===== config.mk =====
export PLATFORM = sky130hd
export DESIGN_NAME = shift_sequencer
export DESIGN_NICKNAME = d
export VERILOG_FILES = /design/src/rtl/shift_sequencer.sv
export SDC_FILE = /design/constraint.sdc
export NUM_CORES = 1
export LEC_CHECK = 0
export CAP_MARGIN = 20
export CORE_AREA = 8 8 95 97
export CTS_BUF_LIST = sky130_fd_sc_hd__clkbuf_16
export DETAILED_ROUTE_END_ITERATION = 16
export DIE_AREA = 0 0 103 105
export PLACE_DENSITY = 0.8
export SYNTH_ARGS = -nofsm -noshare
export SYNTH_HDL_FRONTEND = slang
export SYNTH_SLANG_ARGS = --single-unit

===== constraint.sdc =====
create_clock -name clk -period 3.5 [get_ports clk]
set_clock_uncertainty 0.1 [all_clocks]
set_input_delay 0.7 -clock clk [delete_from_list [all_inputs] [get_ports clk]]
set_output_delay 0.7 -clock clk [all_outputs]
set_load 0.05 [all_outputs]

===== src/rtl/shift_sequencer.sv =====
// Multi-cycle shift/rotate sequencer: one bit position per cycle through
// the shared ALU, with RCL/RCR rotated locally through a private carry.
module shift_sequencer #(
  parameter logic [4:0] CNT_MASK = 5'h1F
) (
  input  logic        clk,
  input  logic        rst_n,
  input  logic        start,
  input  logic [4:0]  op,
  input  logic        size,
  input  logic [15:0] operand,
  input  logic [7:0]  count,
  input  logic [5:0]  flags_in,
  output logic        busy,
  output logic        done,
  output logic [15:0] result,
  output logic [5:0]  flags_out,
  output logic [4:0]  alu_op,
  output logic        alu_size,
  output logic [15:0] alu_a,
  output logic [15:0] alu_b,
  input  logic [15:0] alu_r,
  input  logic [5:0]  alu_flags
);

  localparam logic [4:0] OP_ROL  = 5'd8;
  localparam logic [4:0] OP_ROLC = 5'd10;
  localparam logic [4:0] OP_RORC = 5'd11;
  localparam logic [4:0] OP_SHL  = 5'd12;
  localparam logic [4:0] OP_SHR  = 5'd13;
  localparam logic [4:0] OP_SHLA = 5'd14;
  localparam logic [4:0] OP_SHRA = 5'd15;

  localparam int FL_CY = 1;
  localparam int FL_V  = 2;
  localparam int FL_P  = 3;
  localparam int FL_S  = 4;
  localparam int FL_Z  = 5;

  typedef enum logic [1:0] {
    IDLE,
    STEP,
    DONE
  } state_e;

  state_e      state_q, state_d;
  logic [15:0] acc_q, acc_d;
  logic [4:0]  cnt_q, cnt_d;
  logic [5:0]  fl_q, fl_d;
  logic [4:0]  op_q, op_d;
  logic        size_q, size_d;
  logic        busy_q, busy_d;
  logic        done_q, done_d;
  logic [15:0] res_q, res_d;
  logic [5:0]  flo_q, flo_d;

  logic [4:0]  cnt_in;
  logic        op_ok;
  logic        is_rolc;
  logic        is_rorc;
  logic        upd_zsp;
  logic        old_msb;
  logic        new_msb;
  logic [15:0] step_acc;
  logic [5:0]  step_fl;

  assign cnt_in  = count[4:0] & CNT_MASK;
  assign op_ok   = (op[4:3] == 2'b01);
  assign is_rolc = (op_q == OP_ROLC);
  assign is_rorc = (op_q == OP_RORC);
  assign upd_zsp = (op_q == OP_SHL) || (op_q == OP_SHLA) ||
                   (op_q == OP_SHR) || (op_q == OP_SHRA);
  assign old_msb = size_q ? acc_q[15] : acc_q[7];
  assign new_msb = size_q ? step_acc[15] : step_acc[7];

  always_comb begin
    step_acc = acc_q;
    step_fl  = fl_q;
    unique case (1'b1)
      is_rolc: begin
        if (size_q) begin
          {step_fl[FL_CY], step_acc} = {acc_q, fl_q[FL_CY]};
        end else begin
          {step_fl[FL_CY], step_acc[7:0]} =
            {acc_q[7:0], fl_q[FL_CY]};
        end
      end
      is_rorc: begin
        if (size_q) begin
          {step_acc, step_fl[FL_CY]} = {fl_q[FL_CY], acc_q};
        end else begin
          {step_acc[7:0], step_fl[FL_CY]} =
            {fl_q[FL_CY], acc_q[7:0]};
        end
      end
      default: begin
        step_acc       = alu_r;
        step_fl[FL_CY] = alu_flags[FL_CY];
        if (upd_zsp) begin
          step_fl[FL_Z] = alu_flags[FL_Z];
          step_fl[FL_S] = alu_flags[FL_S];
          step_fl[FL_P] = alu_flags[FL_P];
        end
      end
    endcase
    // Byte ops never disturb the upper half, whatever the ALU returns.
    if (!size_q) step_acc[15:8] = acc_q[15:8];
    step_fl[FL_V] = (op_q == OP_SHR) ? old_msb : (old_msb ^ new_msb);
  end

  always_comb begin
    state_d = state_q;
    acc_d   = acc_q;
    cnt_d   = cnt_q;
    fl_d    = fl_q;
    op_d    = op_q;
    size_d  = size_q;
    busy_d  = busy_q;
    done_d  = 1'b0;
    res_d   = res_q;
    flo_d   = flo_q;
    unique case (state_q)
      IDLE: begin
        if (start) begin
          acc_d  = operand;
          cnt_d  = cnt_in;
          fl_d   = flags_in;
          op_d   = op;
          size_d = size;
          busy_d = 1'b1;
          if (cnt_in == 5'd0 || !op_ok) begin
            state_d = DONE;
            done_d  = 1'b1;
            res_d   = operand;
            flo_d   = flags_in;
          end else begin
            state_d = STEP;
          end
        end
      end
      STEP: begin
        acc_d = step_acc;
        fl_d  = step_fl;
        cnt_d = cnt_q - 5'd1;
        if (cnt_q == 5'd1) begin
          state_d = DONE;
          done_d  = 1'b1;
          res_d   = step_acc;
          flo_d   = step_fl;
        end
      end
      DONE: begin
        state_d = IDLE;
        busy_d  = 1'b0;
      end
      default: begin
        state_d = IDLE;
        busy_d  = 1'b0;
      end
    endcase
  end

  always_ff @(posedge clk or negedge rst_n) begin
    if (!rst_n) begin
      state_q <= IDLE;
      acc_q   <= 16'h0;
      cnt_q   <= 5'd0;
      fl_q    <= 6'h0;
      op_q    <= OP_ROL;
      size_q  <= 1'b0;
      busy_q  <= 1'b0;
      done_q  <= 1'b0;
      res_q   <= 16'h0;
      flo_q   <= 6'h0;
    end else begin
      state_q <= state_d;
      acc_q   <= acc_d;
      cnt_q   <= cnt_d;
      fl_q    <= fl_d;
      op_q    <= op_d;
      size_q  <= size_d;
      busy_q  <= busy_d;
      done_q  <= done_d;
      res_q   <= res_d;
      flo_q   <= flo_d;
    end
  end

  assign busy      = busy_q;
  assign done      = done_q;
  assign result    = res_q;
  assign flags_out = flo_q;
  assign alu_op    = (op_q == OP_SHLA) ? OP_SHL : op_q;
  assign alu_size  = size_q;
  assign alu_a     = acc_q;
  assign alu_b     = (state_q == STEP) ? 16'd1 : 16'd0;

endmodule


# ---- Word-level counts from Yosys, hierarchy flattened
# Cells that the tools add are included.
dict set report word_totals {
  ff_bits 59
  in_bits 61
  out_inout_bits 62
  word_cells 78
}
dict set report classes {
  addsub 1
  n_eq_ne 12
  muxes 37
  bitwise 2
  reduce_logical 15
}
# operator count
set op_table {}
lappend op_table {{$pmux W16 S2} 3}
lappend op_table {{$mux W16} 4}
lappend op_table {{$mux W8} 4}
lappend op_table {{$eq A5 B4 Y1 const B} 6}
lappend op_table {{$mux W6} 4}
lappend op_table {{$pmux W6 S2} 2}
lappend op_table {{$mux W5} 2}
lappend op_table {{$pmux W5 S2} 1}
lappend op_table {{$mux W1} 8}
lappend op_table {{$reduce_and A2 Y1} 4}
lappend op_table {{$mux W2} 3}
lappend op_table {{$mux W3} 2}
lappend op_table {{$ne A2 B2 Y1 const B} 3}
lappend op_table {{$pmux W1 S2} 3}
lappend op_table {{$eq A5 B1 Y1 const B} 1}
lappend op_table {{$logic_not A5 Y1} 1}
lappend op_table {{$sub A5 B1 Y5 const B} 1}
lappend op_table {{$eq A2 B1 Y1 const B} 2}
lappend op_table {{$logic_or A1 B1 Y1} 4}
lappend op_table {{$pmux W2 S2} 1}
lappend op_table {{$reduce_and A4 Y1} 1}
lappend op_table {{$reduce_and A3 Y1} 1}
lappend op_table {{$logic_not A2 Y1} 1}
lappend op_table {{$reduce_bool A2 Y1} 1}
lappend op_table {{4 further kinds} 4}

# ---- Logic depth before layout (Yosys ltp)
# Gate-level depths: netlist of run 1.
dict set report logic_depth {
  word_depth 8
  mapped_depth 8
  ltp_nobuf 7
}

# ---- Least setup slack after synthesis of run 1
# No wires, ideal clock.
dict set report synth_path {
  kind {input-to-reg}
  start {in count[2]}
  end {reg res_q[12] (netlist: result[12])}
  setup_ns 0.125
  arrival_time_ns 1.990
  required_ns 3.275
  setup_slack_ns 1.285
  stages 6
  path_buffers 1
  path_cell_list {or4_4 > o21ai_4 > a21boi_4 > inv_4 > buf_12 > mux2_4}
}
dict set report synth_via {
  elab_chain_len 4
}
# item line
set synth_rtl {}
lappend synth_rtl {{start, declared} 12} ;# input logic [7:0] count,
lappend synth_rtl {{$logic_not A5 Y1} 131} ;# if (cnt_in == 5'd0 || !op_ok) begin
lappend synth_rtl {{$logic_or A1 B1 Y1} 131}
lappend synth_rtl {{$ne A2 B2 Y1 (no line)} -}
lappend synth_rtl {{$reduce_and A4 Y1 (no line)} -}
lappend synth_rtl {{end signal, assigned} 184} ;# res_q <= res_d;
lappend synth_rtl {{end, declared} 54} ;# logic [15:0] res_q, res_d;
# No other way between the ends.
# A chain may end at the register's enable or synchronous reset.

# ---- Worst setup path in the final report of run 1
dict set report layout_path {
  start {reg op_q[3]}
  end {out alu_op[1]}
}
dict set report layout_via {
  elab_chain_len 2
}
# item line
set layout_rtl {}
lappend layout_rtl {{start, declared} 50} ;# logic [4:0] op_q, op_d;
lappend layout_rtl {{start signal, assigned} 180} ;# op_q <= op_d;
lappend layout_rtl {{$eq A5 B4 Y1} 193} ;# assign alu_op = (op_q == OP_SHLA) ? OP_SHL : op_q;
lappend layout_rtl {{$mux W5} 193}
lappend layout_rtl {{end, declared} 18} ;# output logic [4:0] alu_op,
# No other way between the ends.

==> results of run 1 <==
-- report_power, final --
part           switching [mW]  leakage [nW]  internal, mW  total, mW
sequential              0.350         0.687          1.01       1.36
clock                   0.295         0.154         0.614      0.909
combinational            1.82          1.11          1.06       2.88
-- worst max path at each step --
stage                                    from                      to  slack [ns]  cells after the start
after global routing      op_q[3]$_DFFE_PN1P_               alu_op[1]        0.49                      3
after CTS                 op_q[3]$_DFFE_PN1P_               alu_op[1]        0.54                      3
after detailed placement             count[2]   result[9]$_DFFE_PN0P_        0.69                      6
final                     op_q[3]$_DFFE_PN1P_               alu_op[1]        0.56                      3
after floorplan                      count[2]  result[12]$_DFFE_PN0P_        1.29                      6
after global placement               count[2]   result[9]$_DFFE_PN0P_        0.71                      6
-- worst reg2reg max path, stage by stage (launching register included) --
cell	delay, ns
sky130_fd_sc_hd__dfrtp_1	0.59
sky130_fd_sc_hd__nand2b_2	0.11
sky130_fd_sc_hd__inv_2	0.28
sky130_fd_sc_hd__nand2_1	0.26
sky130_fd_sc_hd__a211o_1	0.34
sky130_fd_sc_hd__o21ai_0	0.30
sky130_fd_sc_hd__mux2_2	0.22
-- cell usage in the layout, fill, tap and decap left out, drive strengths merged, types with 2 or more instances in the layout --
cell type	synthesis	layout
o21ai	32	32
inv	9	10
o21a	2	2
a221oi	3	3
nand2b	3	3
a211o	2	2
a211oi	12	12
clkinv	0	3
o22ai	3	3
buf	26	10
nor3b	3	3
a22oi	3	3
o31ai	5	5
nor2	22	22
nor2b	13	13
and3	2	2
mux2	19	19
nand2	34	34
ha	2	2
dfrtp	57	57
clkdlybuf4s50	0	100
o22a	7	7
bufinv	0	2
clkbuf	13	9
a21oi	30	30
conb	1	15
mux2i	17	17
-- layout make-up --
class                   instances  area, um2  area share, %
flip-flops and latches         58       1450           31.5
clock inverters                 7       85.1           1.84
inverters                       9       36.3          0.786
multi-input cells             244       1600           34.7
repair buffers                110       1090           23.5
clock buffers                   9        225           4.88
well taps                     102        128           2.76
-- state kept, by name, indices dropped and copies added, names as in the netlist --
register and count:
cnt_q 5, flags_out 6, fl_q 5, result 16, alu_size 1, alu_a 16, op_q 5, done 1
state_q 2, busy 1
-- kinds of logic (layout without fill, tap and decap cells) --
group	count (synthesis)	in the layout
buf+inv	48	135
compound gates	104	104
flops	58	58
fa+ha+maj	2	2
simple gates	87	87
mux	36	36
other cells	1	15
-- cell usage after synthesis, types with 2 or more instances --
master,n
sky130_fd_sc_hd__dfrtp_1,57
sky130_fd_sc_hd__nand2_1,34
sky130_fd_sc_hd__o21ai_0,31
sky130_fd_sc_hd__a21oi_1,29
sky130_fd_sc_hd__nor2_1,21
sky130_fd_sc_hd__buf_4,18
sky130_fd_sc_hd__mux2_2,17
sky130_fd_sc_hd__mux2i_1,17
sky130_fd_sc_hd__clkbuf_1,13
sky130_fd_sc_hd__nor2b_1,13
sky130_fd_sc_hd__a211oi_1,12
sky130_fd_sc_hd__inv_1,7
sky130_fd_sc_hd__o22a_1,7
sky130_fd_sc_hd__buf_2,6
sky130_fd_sc_hd__a221oi_1,3
sky130_fd_sc_hd__a22oi_1,3
sky130_fd_sc_hd__nor3b_1,3
sky130_fd_sc_hd__o22ai_1,3
sky130_fd_sc_hd__o31ai_2,3
sky130_fd_sc_hd__a211o_1,2
sky130_fd_sc_hd__and3_1,2
sky130_fd_sc_hd__ha_1,2
sky130_fd_sc_hd__mux2_4,2
sky130_fd_sc_hd__nand2b_1,2
sky130_fd_sc_hd__o21a_1,2
sky130_fd_sc_hd__o31ai_1,2
-- stage by stage --
step | cell area (um2) | hold WS, ns | worst slack, ns | instances | util (%)
2_1_floorplan | 3330 | 0.304 | 1.29 | 350 | -
6_report | 4620 | 0.117 | 0.565 | 539 | 61.3
3_5_place_dp | 4290 | 0.370 | 0.693 | 522 | 56.9
4_1_cts | 4600 | 0.382 | 0.540 | 538 | 61.1
3_3_place_gp | 4290 | 0.361 | 0.712 | 522 | 56.9
5_1_grt | 4620 | 0.113 | 0.490 | 539 | 61.3
-- per-layer routing --
metal | up-vias | wire [um]
met5 | - | 0
met1 | 1391 | 3850
met3 | 8 | 812
met4 | 0 | 102
li1 | 1357 | -
met2 | 91 | 4580
==> impl_metrics.tcl, run 1 <==
set metrics [dict create \
    worst-r2r-setup-slack_ns 1.25 \
    cp_top_family "buffers and inverters" \
    timing.setup.critical_path_class "flop to primary output" \
    dieHeight_um 105 \
    synth-edff-count 0 \
    post_synth_and_or_nand_nor_area_fraction_pct 13.6 \
    hold_class "input pin to asynchronous set/reset pin" \
    synthAdderAreaFrac_pct 0.762 \
    floorplan.die_area_mm2 0.0108 \
    cts_resized 0 \
    worst-endpoint-required_ns 2.70 \
    clock_path_buffers 2 \
    grt_usage_pct 17.4 \
    fillers 659 \
    mappedNetlistArea_mm2 0.00328 \
    post-route-min-period_ns 2.94 \
    status "complete, no violations" \
    crit_buf_inv 1 \
    drv_slew 0 \
    power_leakage_nw 1.96 \
    critical-path-max-stage-delay_ns 0.72 \
    synthFlopType "sky130_fd_sc_hd__dfrtp_1" \
    busiest_layer "met2" \
    area_growth_pct 40.7 \
    achievable-frequency_ghz 0.341 \
    worst_pin_slew_ns 0.648 \
    met1_usage_pct 20.4 \
    synth_compound_gate_area_share_pct 20.7 \
    rsz0062_at_grt "no" \
    nNetsFinal 495 \
    ys_seq_elements 58 \
    synth.yosys.seq_area_share_pct 44.3 \
    grt_antenna_before_repair 0 \
    gp_congestion 0.816 \
    global_route.usage.met2_pct 29.2 \
    r2r_cells 6 \
    cts_hold_buffers 0 \
    placeableCoreArea_mm2 0.00753 \
    synth.yosys.warnings 0 \
    finalHoldViolCount 0 \
    placementRows 32 \
    clock_tree.root_cell "sky130_fd_sc_hd__clkbuf_16" \
    detail_route.wl_per_cell_um 17.3 \
    grt.met3_usage_pct 5.77 \
    port-buffer-count 102 \
    xor_xnor_share_of_the_synthesized_area_pct 0 \
    floorplan.initialDensity_pct 43.6 \
    start_kind "flop" \
    slew-limit-headroom_pct 56.8 \
    totalPowerFinal_mw 5.15 \
    grt_start_max_net_pins 47 \
    synth_top_area_share_pct 43.5 \
    cts_tree "done" \
    drt_pre_antenna_iters 5 \
    setup_viol 0 \
    ys_top_cells_by_area "sky130_fd_sc_hd__dfrtp_1 (43%), sky130_fd_sc_hd__mux2_2 (5.8%), sky130_fd_sc_hd__mux2i_1 (5.2%)" \
    cts_setup_buffers 0 \
    clock_tree.htree_level_count 3 \
    powerDensity_mw_per_mm2 1110 \
    crit_path_cell_trace "nand3b_1, o21a_1, clkdlybuf4s50_1" \
    synthDistinctLibCells 51 \
    final_layout_size_suffix_gt1_share_pct 13.0 \
    rr_startpoint "state_q[0]$_DFFE_PN0P_" \
    diodes 0 \
    muxShareOfSynthArea_pct 11.9 \
    post_synth.cell_area_avg_um2 9.77 \
    detail_route.drc_violations 0 \
    ioPinCount 123 \
    global_route_wire_length_before_repair_mm 14.8 \
    worst-endpoint-arrival_ns 2.14 \
    crit-reg2reg-capture "alu_a[14]$_DFFE_PN0P_" \
    grt_overflow_total 0 \
    clock_transition_at_path_regs_ns 0.06 \
    grt_pass1_vias 2990 \
    die_width_um 103 \
    min_period_over_period_pct 83.9 \
    critPathSlowestCell "sky130_fd_sc_hd__clkdlybuf4s50_1" \
    drt_iter0_drc 143 \
    synth_top_family_by_area "compound AO/OA/AOI/OAI gates" \
    vias_per_cell 5.28 \
    yosysTopAreaCell "sky130_fd_sc_hd__dfrtp_1" \
    dr_total_vias 2847 \
    cts_num_sinks 58 \
    cts_buffers 9 \
    worst_skew_pair.late_latency_ns 0.32 \
    ir_worst_vdd_mv 0.545 \
    critical_path.max_fanout 6 \
    synthArstFlopShare_pct 100 \
    setup_tns_ns 0 \
    hpwlAfterDp_mm 6.98 \
    syn_inst 336 \
    route.final.wire_length_mm 9.34 \
    critical_path.endpoint_type "primary output" \
    drt.antenna.violating_nets 0 \
    cap_violations 0 \
]
Power figures use the tool's default switching activity.
==> run 2: changes to the inputs <==
==> constraint.sdc (replaced) <==
create_clock -name clk -period 2.87 [get_ports clk]
set_clock_uncertainty 0.1 [all_clocks]
set_input_delay 0.574 -clock clk [delete_from_list [all_inputs] [get_ports clk]]
set_output_delay 0.574 -clock clk [all_outputs]
set_load 0.05 [all_outputs]
==> run 2 against run 1 <==
Power up 19%. Global-route usage up 0.76 points. Clock power fell by 1%. Combinational power up 24%. Count of clock-buffer cells in the layout unchanged. Critical endpoint is now alu_op[3]. First-iteration DRC count fell by 13%. Sequential share of layout area up 0.34 points. Via count increased by 0.49%. Routed wire length grew 2.6%. Sequential cell count is the same. Hold slack improved by 0.043 ns. Final area shrank 1.1%.
==> impl_metrics.tcl, run 2 (synthesized netlist as in run 1, its figures left out) <==
set metrics [dict create \
    dieHeight_um 105 \
    gp_congestion 0.826 \
    cts_tree "done" \
    slew-limit-headroom_pct 59.1 \
    grt_pass1_vias 2977 \
    ioPinCount 123 \
    post-route-cell-area_mm2 0.00457 \
    ir_worst_vdd_mv 0.608 \
    min_period_over_period_pct 83.1 \
    grt_usage_pct 18.1 \
    worst-endpoint-arrival_ns 1.71 \
    crit_path_cell_trace "clkdlybuf4s50_1" \
    detail_route.wl_per_cell_um 17.7 \
    r2r_cells 7 \
    rr_startpoint "cnt_q[1]$_DFFE_PN0P_" \
    cts_hold_buffers 0 \
    worst-r2r-setup-slack_ns 0.71 \
    drv_slew 0 \
    global_route.usage.met2_pct 29.8 \
    critPathSlowestCell "sky130_fd_sc_hd__clkdlybuf4s50_1" \
    clock_tree.htree_level_count 3 \
    hold_class "input pin to asynchronous set/reset pin" \
    floorplan.die_area_mm2 0.0108 \
    layout.cells.most_common "sky130_fd_sc_hd__clkdlybuf4s50_1" \
    busiest_layer "met2" \
    grt_start_max_net_pins 41 \
    route.final.wire_length_mm 9.59 \
    critical-path-max-stage-delay_ns 0.82 \
    finalCoreUtilization_pct 60.7 \
    finalHoldViolCount 0 \
    cap_violations 0 \
    diodes 0 \
    port-buffer-count 102 \
    start_kind "flop" \
    grt.met3_usage_pct 5.84 \
    detail_route.drc_violations 0 \
    clock_path_buffers 2 \
    powerDensity_mw_per_mm2 1340 \
    floorplan.initialDensity_pct 43.6 \
    placement.cell_area_mm2 0.00432 \
    worst-endpoint-required_ns 2.20 \
    cp_top_family "buffers and inverters" \
    final_layout_size_suffix_gt1_share_pct 12.8 \
    drt_pre_antenna_iters 6 \
    worst_pin_slew_ns 0.614 \
    cts_setup_buffers 0 \
    fin_hold_ws_ns 0.161 \
    grt_antenna_before_repair 0 \
    crit_buf_inv 1 \
    drt.antenna.violating_nets 0 \
    global_route_wire_length_before_repair_mm 15.3 \
    die_width_um 103 \
    mostFrequentLayoutCells "sky130_fd_sc_hd__clkdlybuf4s50_1 (98), sky130_fd_sc_hd__dfrtp_1 (57), sky130_fd_sc_hd__nand2_1 (34), sky130_fd_sc_hd__o21ai_0 (30), sky130_fd_sc_hd__a21oi_1 (29)" \
    critical_path.endpoint_type "primary output" \
    nNetsFinal 497 \
    met1_usage_pct 21.0 \
    cts_num_sinks 58 \
    placeableCoreArea_mm2 0.00753 \
    drt_iter0_drc 125 \
    clock_transition_at_path_regs_ns 0.05 \
    hpwlAfterDp_mm 7.14 \
    status "complete, no violations" \
    setup_tns_ns 0 \
    clock_tree.root_cell "sky130_fd_sc_hd__clkbuf_16" \
    timing.setup.critical_path_class "flop to primary output" \
    cts_resized 0 \
    power_leakage_nw 1.95 \
    grt_overflow_total 0 \
    placementRows 32 \
    cts_buffers 9 \
    critical_path.max_fanout 6 \
    worst_skew_pair.late_latency_ns 0.32 \
    crit-reg2reg-capture "result[8]$_DFFE_PN0P_" \
    achievable-frequency_ghz 0.419 \
    dr_total_vias 2861 \
    vias_per_cell 5.29 \
    area_growth_pct 39.2 \
    setup_viol 0 \
    rsz0062_at_grt "no" \
    post-route-min-period_ns 2.39 \
]
==> run 2: changes by cell type in the layout (fill, tap and decap cells not counted) <==
cell                              change
sky130_fd_sc_hd__bufinv_16            -2
sky130_fd_sc_hd__clkinv_1             +1
sky130_fd_sc_hd__inv_1                +4
sky130_fd_sc_hd__clkdlybuf4s50_1      -2
sky130_fd_sc_hd__clkinvlp_4           -1
sky130_fd_sc_hd__buf_4                +4
sky130_fd_sc_hd__clkinv_2             -2
==> run 2: worst max path at each step <==
stage / cells after the start / slack (ns) / to / start
after floorplan: 6 / 0.78 / result[12]$_DFFE_PN0P_ / count[2]
after global placement: 6 / 0.22 / result[8]$_DFFE_PN0P_ / count[2]
after detailed placement: 6 / 0.21 / result[9]$_DFFE_PN0P_ / count[2]
after CTS: 1 / 0.47 / alu_op[3] / op_q[3]$_DFFE_PN1P_
after global routing: 1 / 0.45 / alu_op[3] / op_q[3]$_DFFE_PN1P_
final: 1 / 0.48 / alu_op[3] / op_q[3]$_DFFE_PN1P_
==> run 2: metal layers <==
layer  vias up  part of all wire, %
met5         -                    0
met4         0                  1.6
met3        12                  7.7
met2        83                   50
met1      1405                   41
li1       1361                    -
==> run 2: layout make-up <==
cell class / count / area (um2)
Tap cell: 102 / 128
Inverter: 9 / 36.3
Clock buffer: 9 / 225
Fill cell: 682 / 2960
Timing Repair Buffer: 112 / 1100
Clock inverter: 7 / 26.3
Sequential cell: 58 / 1450
Multi-Input combinational cell: 244 / 1600
==> run 2: where the power goes <==
part | leakage [nW] | internal [mW] | total, mW | switching [mW]
registers | 0.687 | 1.23 | 1.63 | 0.401
clock network | 0.141 | 0.560 | 0.900 | 0.340
logic | 1.13 | 1.32 | 3.57 | 2.26
total | 1.95 | 3.11 | 6.11 | 3.00
==> run 2: metrics by stage <==
step                      setup WS (ns)  cells  power, mW
after floorplan                   0.781    350       4.09
after global placement            0.223    525       5.14
after detailed placement          0.212    525       5.22
after CTS                         0.472    541       6.15
after global routing              0.446    541       6.45
final                             0.485    541       6.11
